$ cat config.mk
export PLATFORM = sky130hd
export DESIGN_NAME = feature_rx_flat
export DESIGN_NICKNAME = d
export VERILOG_FILES = /design/src/rtl/onfi_pkg.sv /design/src/rtl/feature_rx_if.sv /design/src/rtl/onfi_sync_edge.sv /design/src/rtl/feature_rx.sv /design/src/flat_wrapper.sv
export SDC_FILE = /design/constraint.sdc
export NUM_CORES = 1
export LEC_CHECK = 0
export ABC_AREA = 1
export BUFFER_PORTS_ARGS = -buffer_cell sky130_fd_sc_hd__buf_2
export CORE_UTILIZATION = 40
export DETAILED_ROUTE_END_ITERATION = 16
export PLACE_DENSITY = 0.61
export SETUP_SLACK_MARGIN = 0.3
export SLEW_MARGIN = 20
export SYNTH_ARGS = -nofsm -noshare
export SYNTH_HDL_FRONTEND = slang
export SYNTH_SLANG_ARGS = --single-unit
$ cat constraint.sdc
create_clock -name onfi_clk -period 2.3 [get_ports onfi_clk]
set_input_delay 0.46 -clock onfi_clk [delete_from_list [all_inputs] [get_ports onfi_clk]]
set_output_delay 0.46 -clock onfi_clk [all_outputs]
set_load 0.05 [all_outputs]
$ cat src/rtl/onfi_pkg.sv
// Shared types and sizes for the ONFI feature-read capture path.
// Holds the capture FSM state encoding and feature word geometry.
package onfi_pkg;

  localparam int FEATURE_BYTES = 4;
  localparam int FEATURE_W     = 32;

  typedef enum logic [1:0] {
    S_IDLE,
    S_ARM,
    S_CAPTURE,
    S_HOLD
  } state_t;

endpackage

$ cat src/rtl/feature_rx_if.sv
// Feature word output stream: data/data_valid from the receiver,
// data_ready from the consumer. master = receiver, slave = consumer.
interface feature_rx_if;
  import onfi_pkg::*;

  logic [FEATURE_W-1:0] data;
  logic                 data_valid;
  logic                 data_ready;

  modport master (
    output data,
    output data_valid,
    input  data_ready
  );

  modport slave (
    input  data,
    input  data_valid,
    output data_ready
  );

endinterface

$ cat src/rtl/onfi_sync_edge.sv
// Synchronizes DQS and DQ through equal-depth flop chains and flags
// every DQS transition. Ports: clk/rst, i_dqs, i_dq -> o_edge, o_dq.
module onfi_sync_edge #(
  parameter int SYNC_STAGES = 2
) (
  input  logic       clk,
  input  logic       rst,
  input  logic       i_dqs,
  input  logic [7:0] i_dq,
  output logic       o_edge,
  output logic [7:0] o_dq
);

  logic [SYNC_STAGES-1:0]      r_dqs_sync;
  logic [SYNC_STAGES-1:0][7:0] r_dq_sync;
  logic                        r_dqs_prev;

  always_ff @(posedge clk or posedge rst) begin
    if (rst) begin
      r_dqs_sync <= '0;
      r_dq_sync  <= '0;
      r_dqs_prev <= 1'b0;
    end else begin
      r_dqs_sync[0] <= i_dqs;
      r_dq_sync[0]  <= i_dq;
      for (int i = 1; i < SYNC_STAGES; i++) begin
        r_dqs_sync[i] <= r_dqs_sync[i-1];
        r_dq_sync[i]  <= r_dq_sync[i-1];
      end
      r_dqs_prev <= r_dqs_sync[SYNC_STAGES-1];
    end
  end

  assign o_edge = r_dqs_sync[SYNC_STAGES-1] ^ r_dqs_prev;
  assign o_dq   = r_dq_sync[SYNC_STAGES-1];

endmodule

$ cat src/rtl/feature_rx.sv
// ONFI GET FEATURES receiver: captures 4 DQS-strobed bytes into a
// 32-bit word. Ports: onfi_clk/onfi_rst, start, onfi_dq/onfi_dqs in;
// busy, timeout out; rx (master) carries data/data_valid/data_ready.
module feature_rx
  import onfi_pkg::*;
#(
  parameter int TIMEOUT_CYC = 256,
  parameter int SYNC_STAGES = 2
) (
  input  logic         onfi_clk,
  input  logic         onfi_rst,
  input  logic         start,
  input  logic [7:0]   onfi_dq,
  input  logic         onfi_dqs,
  output logic         busy,
  output logic         timeout,
  feature_rx_if.master rx
);

  localparam int TW = $clog2(TIMEOUT_CYC + 1);
  localparam logic [TW-1:0] TMO_LOAD = TW'(TIMEOUT_CYC);
  localparam logic [1:0]    LAST_BYTE = 2'(FEATURE_BYTES - 1);

  state_t               r_state;
  state_t               w_state_nxt;
  logic [FEATURE_W-1:0] r_data;
  logic [1:0]           r_cnt;
  logic [TW-1:0]        r_tmo;

  logic       w_edge;
  logic [7:0] w_dq;
  logic       w_arm;
  logic       w_cap;
  logic       w_expire;

  onfi_sync_edge #(
    .SYNC_STAGES (SYNC_STAGES)
  ) u_sync (
    .clk    (onfi_clk),
    .rst    (onfi_rst),
    .i_dqs  (onfi_dqs),
    .i_dq   (onfi_dq),
    .o_edge (w_edge),
    .o_dq   (w_dq)
  );

  always_ff @(posedge onfi_clk or posedge onfi_rst) begin
    if (onfi_rst) r_state <= S_IDLE;
    else          r_state <= w_state_nxt;
  end

  always_comb begin
    w_state_nxt = r_state;
    w_arm       = 1'b0;
    w_cap       = 1'b0;
    w_expire    = 1'b0;
    unique case (r_state)
      S_IDLE: begin
        if (start) begin
          w_state_nxt = S_ARM;
          w_arm       = 1'b1;
        end
      end
      S_ARM: begin
        w_state_nxt = S_CAPTURE;
      end
      S_CAPTURE: begin
        // an edge wins over an expiry landing in the same cycle
        if (w_edge) begin
          w_cap = 1'b1;
          if (r_cnt == LAST_BYTE) w_state_nxt = S_HOLD;
        end else if (r_tmo <= TW'(1)) begin
          w_expire    = 1'b1;
          w_state_nxt = S_IDLE;
        end
      end
      S_HOLD: begin
        if (rx.data_ready) w_state_nxt = S_IDLE;
      end
      default: begin
        w_state_nxt = S_IDLE;
      end
    endcase
  end

  always_ff @(posedge onfi_clk or posedge onfi_rst) begin
    if (onfi_rst) begin
      r_data <= '0;
      r_cnt  <= '0;
      r_tmo  <= '0;
    end else if (w_arm) begin
      r_data <= '0;
      r_cnt  <= '0;
      r_tmo  <= TMO_LOAD;
    end else if (w_cap) begin
      r_data[{r_cnt, 3'b000} +: 8] <= w_dq;
      r_cnt <= r_cnt + 2'd1;
      r_tmo <= TMO_LOAD;
    end else if (r_state == S_CAPTURE && r_tmo != '0) begin
      r_tmo <= r_tmo - TW'(1);
    end
  end

  assign busy          = (r_state != S_IDLE);
  assign timeout       = w_expire;
  assign rx.data       = r_data;
  assign rx.data_valid = (r_state == S_HOLD);

endmodule
$ cat src/flat_wrapper.sv
// flat-port wrapper written by rule: the top's interface ports become plain ports
module feature_rx_flat import onfi_pkg::*;
#(
  parameter int TIMEOUT_CYC = 256,
  parameter int SYNC_STAGES = 2
)
  (onfi_clk, onfi_rst, start, onfi_dq, onfi_dqs, busy, timeout, rx_data, rx_data_valid, rx_data_ready);
  feature_rx_if rx_i ();
  input  logic onfi_clk;
  input  logic onfi_rst;
  input  logic start;
  input  logic [7:0] onfi_dq;
  input  logic onfi_dqs;
  output logic busy;
  output logic timeout;
  output wire logic [$bits(rx_i.data)-1:0] rx_data;
  output wire logic [$bits(rx_i.data_valid)-1:0] rx_data_valid;
  input wire logic [$bits(rx_i.data_ready)-1:0] rx_data_ready;
  assign rx_data = rx_i.data;
  assign rx_data_valid = rx_i.data_valid;
  assign rx_i.data_ready = rx_data_ready;
  feature_rx #(.TIMEOUT_CYC(TIMEOUT_CYC), .SYNC_STAGES(SYNC_STAGES)) u_core (.onfi_clk(onfi_clk), .onfi_rst(onfi_rst), .start(start), .onfi_dq(onfi_dq), .onfi_dqs(onfi_dqs), .busy(busy), .timeout(timeout), .rx(rx_i));
endmodule
==> Word level (Yosys, flattened, before mapping) <==
Cells that the tools add are included.
{ "word_totals": {"reg_bits": 64, "output_inout_bits": 35} }
{ "op_classes": {"n_addsub": 3, "bitwise": 1, "shifts": 2, "reduce_logical": 7, "magnitude_cmp": 1, "mux": 21, "n_eq_ne": 8} }
{ "op_table": {"columns": ["op", "n"], "rows": [
  ["2-to-1 mux 32 bit", 2],
  ["bitwise mux 32 bit", 1],
  ["variable shift 8 x 7 -> 32 bit (first input constant)", 1],
  ["variable part select 8 x 7 -> 32 bit", 1],
  ["2-to-1 mux 9 bit", 3],
  ["2-to-1 mux 2 bit", 7],
  ["less-or-equal comparator 9 x 1 -> 1 bit (second input constant)", 1],
  ["nonzero test 9 bit", 1],
  ["subtractor 9 x 1 -> 9 bit (second input constant)", 1],
  ["case mux 2 bit (4 select lines)", 1],
  ["2-to-1 mux 1 bit", 7],
  ["negator 5 -> 7 bit", 1],
  ["equality test 2 bit (second input constant)", 3],
  ["!= test 3 x 2 -> 1 bit (second input constant)", 2],
  ["AND reduction 4 bit", 1],
  ["nonzero test 2 bit", 2],
  ["nonzero test 3 bit", 1],
  ["adder 2 x 1 -> 2 bit (second input constant)", 1],
  ["equality test 2 x 1 -> 1 bit (second input constant)", 1],
  ["zero test 2 bit", 1],
  ["!= test 2 x 1 -> 1 bit (second input constant)", 1],
  ["!= test 2 bit (second input constant)", 1],
  ["logical AND 1 bit", 1],
  ["XOR 1 bit", 1]
]} }

==> Longest topological paths before layout <==
Gate-level depths: netlist (run 1).
{ "depth": {"depth_word": 5, "depth_mapped": 9} }

==> Cells and area by module <==
Synthesis (run 1) repeated with hierarchy kept, for this count alone.
{ "unflattened": {"hier_cells": 314, "area_unflattened_um2": 2856.5} }
{ "by_module_without_submodules": {"columns": ["module", "n_inst", "cells_per_inst", "seq_area_each_um2", "area_each_um2"], "rows": [
  ["feature_rx", 1, 281, 1126.1, 2298.5],
  ["onfi_sync_edge", 1, 33, 475.5, 558.0]
]} }

==> Worst setup path before layout (run 1) <==
No wires, ideal clock.
{ "synth_timing": {"kind": "reg2out", "start": "register u_core.r_tmo[5]", "end": "output port timeout", "arrival_ps": 2000, "setup_slack_ps": -160, "n_path_buf": 0, "stages_incl_launch_ff": 6, "path_cell_list": "dfrtp_1 inv_1 nand2_1 nor2_1 nand2_1 a211oi_1"} }
{ "synth_between": {"elab_chain_cells": 4} }
{ "synth_lines": {"columns": ["item", "line", "source"], "rows": [
  ["from (decl)", "feature_rx.sv:28", "logic [TW-1:0] r_tmo;"],
  ["from (signal assigned)", "feature_rx.sv:100", "r_tmo <= r_tmo - TW'(1);"],
  ["less-or-equal comparator 9 x 1 -> 1 bit", "feature_rx.sv:72", "end else if (r_tmo <= TW'(1)) begin"],
  ["2-to-1 mux 1 bit", "feature_rx.sv:72", null],
  ["2-to-1 mux 1 bit", "feature_rx.sv:69", "if (w_edge) begin"],
  ["2-to-1 mux 1 bit", "feature_rx.sv:57", "unique case (r_state)"],
  ["to (decl)", "flat_wrapper.sv:15", "output logic timeout;"]
]} }
Every way passes these cells.

==> Worst setup path after layout (run 1) <==
{ "layout_timing": {"start": "register u_core.r_tmo[1]", "end": "output port timeout"} }
Same word-level chain as after synthesis.

==> metrics.txt, run 1 <==
outcome finished, final reports clean; Max Clock Freq 0.488 GHz; Sw Ratio 0.422; Int Pwr 2.28 mW; row cnt 30; clock sink total 64; Clock Pin Slew Worst Setup and Hold Paths 80 ps; grt total ovfl 0; period utilization 0.891; Final #Nets 378; Hold Buf Count CTS 0; area grow syn2layout 23.0%; first-pass GRT wire length 9960 um; Final HPWL DP between 4000 and 5000 um; unrepaired setup endpoints after global routing true; Final Slew Violations 0; drt total wl roughly 6100 um; largest net degree at the start of global routing 46; DR iter-0 viols 71; minimum clock period 2050 ps; Crit Path Class register to output port; Hold Path Class input port to async pin; Post-Syn Area per Cell 9.41 um^2; Port Buf Inserts 47; overall global routing resource usage 0.177; Max clock buf depth 2; cts bufs inserted 9; insertion delay to the later sink of the worst-skew pair 340 ps; total iterations of the first detailed-routing run 4; clock group share of total power 0.246; met2 Usage GRT 0.282; core box area 6760 um^2; worst-path maximum fanout 2; clk_skew 11.2 ps; sequential element share of the synthesized area 0.575; synthesized flop and latch total 64; Yosys cell types 29; Root Buffer Master clkbuf_8; Worst Path Arrival roughly 1600 ps; Combinational Power Share 0.400; Finished Layout Cells 443; GRT met1 Usage 0.234; Mapped Area 2790 um^2; vias in the first global route 2115; Seq pwr share 0.354; Leak 1.73 nW; via count ~2300; DRC 0; worst slew pin tran between 500 and 600 ps; sum of negative setup slack 0 ps; switching power 1.67 mW; final setup fails 0; Post-Place Cells 419; GR peak layer met2; Initial Util 0.412; wire per inst approximately 14 um; Final ANT Viol Nets 0; WP data required 1840 ps; fraction of layout cells with a size suffix above 1 0.309; initial antenna violation count 0; # diodes 0; Max transition margin 0.664; Worst VDD drop 0.000552 V; CTS tree yes; H-Tree Depth 3; crit path capture type output port; number of I/O pins 48; most frequent cells in the layout nand2_1 (67), dfrtp_1 (63), buf_2 (46); max cap viols 0; die span in y 85.5 um; pwr dens roughly 1200 nW/um^2; Cells after Synth around 300; GRT met3 Usage 0.0360; DR vias/cell 5.08; startpoint class of the critical path register; YS warnings 0; most common cell after layout, fill and taps aside nand2_1; Die ar. 7300 um^2; syn_nets 316; Final Hold Viols 0; gpl congestion roughly 0.8; die width 85.5 um
[per-layer routing]
metal | part of all wire | vias up
li1 | - | 1105
met1 | 0.46 | 1084
met2 | 0.50 | 49
met3 | 0.028 | 13
met4 | 0.019 | 0
met5 | 0 | -
[power by group through the flow]
stage / Combinational (mW) / Sequential [mW] / Clock [mW]
3_5_place_dp: 1.41 / 1.41 / 0
2_1_floorplan: 1.03 / 1.49 / 0
4_1_cts: 1.48 / 1.39 / 0.994
3_3_place_gp: 1.39 / 1.41 / 0
6_report: 1.58 / 1.40 / 0.971
5_1_grt: 1.76 / 1.41 / 1.04
[kinds of logic (layout without fill, tap and decap cells)]
logic type / after synthesis / in the layout / share of synthesized area
xor gates and xnor gates: 2 / 2 / 0.00629
DFF: 64 / 64 / 0.575
and+or+nand+nor: 151 / 151 / 0.251
AOI/OAI and AO/OA: 42 / 42 / 0.0889
buffers and inverters: 30 / 97 / 0.0472
adders and majority gates: 7 / 7 / 0.0314
[final timing paths]
| path | from | to | slack [ps] | cells after the start |
|---|---|---|---|---|
| hold / removal | onfi_rst | u_core.rx.data[29]$_DFFE_PP0P_ | 130 | 2 |
| setup reg to reg | u_core.r_tmo[1]$_DFFE_PP0P_ | u_core.r_tmo[5]$_DFFE_PP0P_ | 410 | 10 |
| max in group asynchronous | onfi_rst | u_core.r_tmo[0]$_DFFE_PP0P_ | 1590 | 3 |
| setup / recovery | u_core.r_tmo[1]$_DFFE_PP0P_ | timeout | 250 | 7 |
| hold reg to reg | u_core.u_sync.r_dq_sync[5]$_DFF_PP0_ | u_core.u_sync.o_dq[5]$_DFF_PP0_ | 350 | 0 |
| min in group onfi_clk | onfi_dq[1] | u_core.u_sync.r_dq_sync[1]$_DFF_PP0_ | 220 | 1 |
[stage by stage]
stage | utilization | setup slack (ps) | instance area, um^2 | hold slack (ps) | power, mW
2_1_floorplan | - | 304 | 2800 | 331 | 2.52
3_3_place_gp | 0.461 | 513 | 3120 | 332 | 2.80
3_5_place_dp | 0.461 | 487 | 3120 | 335 | 2.82
4_1_cts | 0.496 | 250 | 3350 | 129 | 3.86
5_1_grt | 0.507 | 193 | 3430 | 163 | 4.21
6_report | 0.507 | 251 | 3430 | 129 | 3.94
[timing repair]
| action | 4_1_cts | 5_1_grt |
|---|---|---|
| gates resized for setup | 7 | 15 |
| hold endpoints to repair | 0 | 0 |
| pin swaps | 4 | 3 |
| setup endpoints to repair | 1 | 1 |
| setup buffers | 3 | 5 |
[worst max-delay path, stage by stage (launching register included)]
cell	delay, ps
dfrtp_1	400
inv_2	80
ha_4	120
nand2_2	50
nor2_2	90
nand2_2	70
a211oi_2	240
buf_6	190
[cell type report]
class | count | area [um^2]
multi-input combinational | 202 | 1100
tap | 80 | 100
sequential | 64 | 1600
inverter | 25 | 100
timing repair buffer | 56 | 325
fill | 643 | 3330
clock inverter | 7 | 77.6
clock buffer | 9 | 124
[sequential cells by signal (all words and copies together), names as in the netlist]
name	count
u_core.u_sync.r_dqs_sync	2
u_core.r_cnt	2
u_core.u_sync.r_dq_sync	8
u_core.rx.data	32
u_core.r_state	2
u_core.r_tmo	9
u_core.u_sync.o_dq	8
u_core.u_sync.r_dqs_prev	1
[synthesized netlist by cell type]
cell | number | share of area
a211oi_1 | 1 | 0.0027
a21oi_1 | 1 | 0.0018
and3_1 | 1 | 0.0022
buf_1 | 2 | 0.0027
buf_2 | 1 | 0.0018
buf_6 | 2 | 0.0081
dfrtp_1 | 64 | 0.57
ha_1 | 7 | 0.031
inv_1 | 22 | 0.030
inv_2 | 2 | 0.0027
inv_4 | 1 | 0.0022
nand2_1 | 72 | 0.097
nand2_2 | 2 | 0.0045
nand2_4 | 4 | 0.016
nand3_1 | 36 | 0.065
nand3_2 | 2 | 0.0072
nand4_1 | 9 | 0.020
nand4_2 | 1 | 0.0045
nor2_1 | 20 | 0.027
nor2_2 | 1 | 0.0022
nor3_1 | 2 | 0.0036
o21ai_0 | 27 | 0.048
o21ai_1 | 5 | 0.0090
o21ai_2 | 6 | 0.019
o21ai_4 | 1 | 0.0058
o22ai_1 | 1 | 0.0022
or2_2 | 1 | 0.0022
xnor2_1 | 1 | 0.0031
xor2_1 | 1 | 0.0031
Note: power is estimated with default switching activity, not from simulation.
==> run 2: changes to the inputs <==
--- a/config.mk
+++ b/config.mk
@@ -8,7 +8,7 @@
 export ABC_AREA = 1
 export BUFFER_PORTS_ARGS = -buffer_cell sky130_fd_sc_hd__buf_2
-export CORE_UTILIZATION = 40
+export CORE_UTILIZATION = 45
 export DETAILED_ROUTE_END_ITERATION = 16
-export PLACE_DENSITY = 0.61
+export PLACE_DENSITY = 0.67
 export SETUP_SLACK_MARGIN = 0.3
 export SLEW_MARGIN = 20
==> constraint.sdc (replaced) <==
create_clock -name onfi_clk -period 2.3 [get_ports onfi_clk]
set_input_delay 0.115 -clock onfi_clk [delete_from_list [all_inputs] [get_ports onfi_clk]]
set_output_delay 0.115 -clock onfi_clk [all_outputs]
set_load 0.05 [all_outputs]
==> metrics.txt, run 2 (synthesis gave the netlist of run 1 again) <==
overall global routing resource usage 0.200 (was 0.177); cts bufs inserted 9 (unchanged); Fillers 521 (was 643); largest net degree at the start of global routing 27 (was 46); max cap viols 0 (unchanged); Root Buffer Master clkbuf_8 (unchanged); final hold slack 20.0 ps (was 129 ps); Final Hold Viols 0 (unchanged); total iterations of the first detailed-routing run 4 (unchanged); most frequent cells in the layout nand2_1 (72), dfrtp_1 (64), buf_2 (46) (was nand2_1 (67), dfrtp_1 (63), buf_2 (46)); Worst Path Arrival 1730 ps (was 1590 ps); Crit Path Class register to output port (unchanged); most common cell after layout, fill and taps aside nand2_1 (unchanged); period utilization 0.804 (was 0.891); unrepaired setup endpoints after global routing false (was true); minimum clock period 1850 ps (was 2050 ps); die width 80.7 um (was 85.5 um); DR iter-0 viols 122 (was 71); H-Tree Depth 3 (unchanged); pwr dens 1140 nW/um^2 (was 1150 nW/um^2); Die ar. 6510 um^2 (was 7300 um^2); row cnt 28 (was 30); Clock Pin Slew Worst Setup and Hold Paths 80 ps (about the same); final core occ 0.576 (was 0.507); outcome finished, final reports clean (unchanged); Worst VDD drop 0.000894 V (was 0.000552 V); crit path capture type output port (unchanged); clk_skew 11.2 ps (about the same); startpoint class of the critical path register (unchanged); vias in the first global route 1980 (was 2115); CTS tree yes (unchanged); final setup fails 0 (unchanged); Largest register FFs 32 (unchanged); WP data required 2180 ps (was 1840 ps); core box area 5960 um^2 (was 6760 um^2); worst-path maximum fanout 5 (was 2); die span in y 80.7 um (was 85.5 um); initial antenna violation count 0 (unchanged); area grow syn2layout 23.2% (was 23.0%); Final HPWL DP 3960 um (was 4300 um); Max transition margin 0.662 (was 0.664); Final Slew Violations 0 (unchanged); Overall Power 3.90 mW (was 3.94 mW); worst slew pin tran 505 ps (was 503 ps); Initial Util 0.468 (was 0.412); insertion delay to the later sink of the worst-skew pair 340 ps (about the same); DR vias/cell 5.05 (was 5.08); Port Buf Inserts 47 (unchanged); DRC 0 (unchanged); grt total ovfl 0 (unchanged); register area 1600 um^2 (about the same); drt total wl 5860 um (was 6070 um); Leak 1.74 nW (was 1.73 nW); slowest stage cell, crit path dfrtp_1 (unchanged); Hold Path Class input port to register (was input port to async pin); CP cell instances nor2_1 > nand2_1 > nor2_1 > nand2_1 > a211oi_2 > clkbuf_4 (was inv_2 > ha_4 > nand2_2 > nor2_2 > nand2_2 > a211oi_2 > buf_6); number of I/O pins 48 (unchanged); Max clock buf depth 2 (unchanged); Final ANT Viol Nets 0 (unchanged); Max Clock Freq 0.541 GHz (was 0.488 GHz); multi-input logic area 1060 um^2 (was 1100 um^2); Slowest Stage Delay on Critical Path 440 ps (was 400 ps); Finished Cell Area 3430 um^2 (about the same); first-pass GRT wire length 9480 um (was 9960 um); sum of negative setup slack 0 ps (unchanged); gpl congestion 0.822 (was 0.794); Final #Nets 381 (was 378); Placed Area 3100 um^2 (was 3120 um^2); # diodes 0 (unchanged); clock sink total 64 (unchanged); wire per inst 13.3 um (was 13.7 um); via count 2225 (was 2251); setup repair bufs after CTS 0 (was 3); fraction of layout cells with a size suffix above 1 0.243 (was 0.309)
## run 2: through the flow
| stage | instances | setup WS (ps) |
|---|---|---|
| after CTS | 441 | 377 |
| final | 441 | 450 |
| after global routing | 441 | 319 |
| after global placement | 415 | 597 |
| after detailed placement | 415 | 569 |
| after floorplan | 296 | 587 |
## run 2: cell type report
| type | count | share of cell area |
|---|---|---|
| timing repair buffer | 59 | 0.103 |
| clock buffer | 9 | 0.0361 |
| multi-input combinational | 202 | 0.309 |
| tap | 75 | 0.0273 |
| clock inverter | 7 | 0.0299 |
| sequential | 64 | 0.467 |
| inverter | 25 | 0.0281 |
## run 2: final timing paths
| check | from | end | slack (ps) | cells past startpoint |
|---|---|---|---|---|
| max | u_core.r_tmo[2]$_DFFE_PP0P_ | timeout | 450 | 6 |
| min | rx_data_ready | u_core.r_state[0]$_DFFE_PP0P_ | 20 | 3 |
| max reg2reg | u_core.r_cnt[0]$_DFFE_PP0P_ | u_core.rx.data[4]$_DFFE_PP0P_ | 520 | 7 |
| min reg2reg | u_core.u_sync.r_dq_sync[1]$_DFF_PP0_ | u_core.u_sync.o_dq[1]$_DFF_PP0_ | 350 | 0 |
| max in group asynchronous | onfi_rst | u_core.rx.data[26]$_DFFE_PP0P_ | 1280 | 4 |
| min in group asynchronous | onfi_rst | u_core.u_sync.r_dq_sync[6]$_DFF_PP0_ | 330 | 3 |
## run 2: critical path: cells and delay by family (launching register included)
| family | cells | cell delay, ps |
|---|---|---|
| and+or+nand+nor | 4 | 520 |
| DFF | 1 | 440 |
| buffers and inverters | 1 | 260 |
| AOI/OAI and AO/OA | 1 | 200 |
## run 2: per-layer routing
metal / up-vias / part of all wire / GRT usage
met5: - / 0 / 0
li1: 1107 / - / -
met4: 0 / 0.014 / 0.0857
met2: 58 / 0.43 / 0.285
met1: 1053 / 0.50 / 0.286
met3: 7 / 0.047 / 0.0511
## run 2: report_power, final
group,total (mW),switching (mW),internal [mW]
Combinational,1.41,1.01,0.403
Sequential,1.39,0.123,1.27
Clock,1.09,0.473,0.621
## run 2: repair_timing
| item | CTS | global route |
|---|---|---|
| hold buffers | 10 | 0 |
| setup endpoints to repair | 0 | 1 |
| gates resized for setup | 0 | 2 |
| hold endpoints to repair | 32 | 0 |
==> run 3: changes to the inputs <==
Settings changed: PLACE_DENSITY 0.67 to 0.7.
Clock period 2.3 ns to 1.5 ns, I/O delays scaled along.
==> metrics.txt, run 3 (synthesis gave the netlist of run 1 again) <==
outcome complete, but fails checks (was finished, final reports clean); failing checks negative setup slack; most frequent cells in the layout dfrtp_1 (62), nand2_1 (45), buf_2 (44) (was nand2_1 (72), dfrtp_1 (64), buf_2 (46)); crit path capture type output port (unchanged); worst slew pin tran 335 ps (was 505 ps); Clock Pin Slew Worst Setup and Hold Paths 70 ps (was 80 ps); row cnt 28 (unchanged); fraction of layout cells with a size suffix above 1 0.512 (was 0.243); Final Slew Violations 0 (unchanged); first-pass GRT wire length 11900 um (was 9480 um); minimum clock period 1750 ps; Final WS setup -253 ps (was 450 ps); gpl congestion 0.833 (was 0.822); WP data required 1420 ps (was 2180 ps); Initial Util 0.468 (unchanged); Worst VDD drop 0.00116 V (was 0.000894 V); core box area 5960 um^2 (unchanged); insertion delay to the later sink of the worst-skew pair 340 ps (about the same); grt total ovfl 0 (unchanged); Crit Path Class register to output port (unchanged); startpoint class of the critical path register (unchanged); Overall Power 8.10 mW (was 3.90 mW); DR vias/cell 5.46 (was 5.05); drt total wl 8020 um (was 5860 um); Max transition margin 0.776 (was 0.662); CTS tree yes (unchanged); worst-path maximum fanout 3 (was 5); final setup fails 7 (was 0); Placed Area 3310 um^2 (was 3100 um^2); period utilization 1.17; # diodes 0 (unchanged); number of I/O pins 48 (unchanged); Final Hold Viols 0 (unchanged); Final ANT Viol Nets 0 (unchanged); Finished Cell Area 4340 um^2 (was 3430 um^2); Leak 2.08 nW (was 1.74 nW); final hold slack 220 ps (was 20.0 ps); Hold Path Class input port to register (unchanged); clk_skew 11.7 ps (was 11.2 ps); final core occ 0.729 (was 0.576); Final HPWL DP 4230 um (was 3960 um); pwr dens 1870 nW/um^2 (was 1140 nW/um^2); Max clock buf depth 2 (unchanged); Port Buf Inserts 47 (unchanged); H-Tree Depth 3 (unchanged); Die ar. 6510 um^2 (unchanged); vias in the first global route 2530 (was 1980); Worst Path Arrival 1680 ps (was 1730 ps); via count 2638 (was 2225); die span in y 80.7 um (unchanged); wire per inst 16.6 um (was 13.3 um); Root Buffer Master clkbuf_8 (unchanged); die width 80.7 um (unchanged); Largest register FFs 32 (unchanged); post-place setup slack 6.37 ps (was 569 ps); total iterations of the first detailed-routing run 4 (unchanged); max cap viols 0 (unchanged); clock sink total 64 (unchanged); largest net degree at the start of global routing 65 (was 27); initial antenna violation count 0 (unchanged); DRC 0 (unchanged); overall global routing resource usage 0.248 (was 0.200); Fillers 379 (was 521); most common cell after layout, fill and taps aside dfrtp_1 (was nand2_1); cts bufs inserted 9 (unchanged); Final #Nets 423 (was 381); area grow syn2layout 55.8% (was 23.2%); DR iter-0 viols 200 (was 122); unrepaired setup endpoints after global routing true (was false); Max Clock Freq 0.570 GHz
[run 3: worst paths after layout]
| kind | depth (start not counted) | slack [ps] | endpoint | from |
|---|---|---|---|---|
| setup / recovery | 6 | -250 | timeout | u_core.r_tmo[2]$_DFFE_PP0P_ |
| hold / removal | 5 | 220 | u_core.r_state[0]$_DFFE_PP0P_ | start |
| setup reg to reg | 10 | -50 | u_core.r_tmo[3]$_DFFE_PP0P_ | u_core.r_tmo[1]$_DFFE_PP0P_ |
| hold reg to reg | 0 | 350 | u_core.u_sync.o_dq[5]$_DFF_PP0_ | u_core.u_sync.r_dq_sync[5]$_DFF_PP0_ |
| max in group asynchronous | 4 | 840 | u_core.r_tmo[2]$_DFFE_PP0P_ | onfi_rst |
| min in group asynchronous | 4 | 360 | u_core.r_state[0]$_DFFE_PP0P_ | onfi_rst |
[run 3: through the flow]
step,cells,setup TNS (ps)
floorplan,296,-111
global placement,425,0
detailed placement,425,0
CTS,476,-200
global route,483,-1200
finish,483,-374
[run 3: final cells by class]
cell class | instances | area, um^2 | area share
clock buffers | 11 | 141 | 0.0326
clock inverters | 5 | 78.8 | 0.0182
inverters | 25 | 128 | 0.0294
multi-input cells | 203 | 1480 | 0.341
flip-flops and latches | 64 | 1600 | 0.370
well taps | 75 | 93.8 | 0.0216
repair buffers | 100 | 816 | 0.188
[run 3: worst max-delay path, stage by stage (launching register included)]
cell and delay, ps:
dfrtp_2 430, nor2_1 120, nand2_1 100, nor2_2 190, nand2_2 90, a211oi_2 230, buf_6 190
[run 3: where the power goes]
group,leakage [nW],internal (mW),switching (mW)
registers,0.827,1.95,0.203
clock network,0.114,0.982,0.680
logic,1.14,1.77,2.51
total,2.08,4.71,3.39
[run 3: layer usage]
layer,part of all wire,global-route usage,vias up
met5,0,0,-
met4,0.032,0.118,0
met3,0.063,0.0477,30
met2,0.51,0.420,128
met1,0.39,0.302,1265
li1,-,-,1215
[run 3: what timing repair did]
| action | 4_1_cts | 5_1_grt |
|---|---|---|
| hold endpoints to repair | 74 | 0 |
| cloned | 3 | 0 |
| pin swaps | 40 | 25 |
| hold buffers | 11 | 0 |
| setup endpoints to repair | 47 | 48 |
| setup buffers | 21 | 7 |
| resized for setup | 79 | 46 |
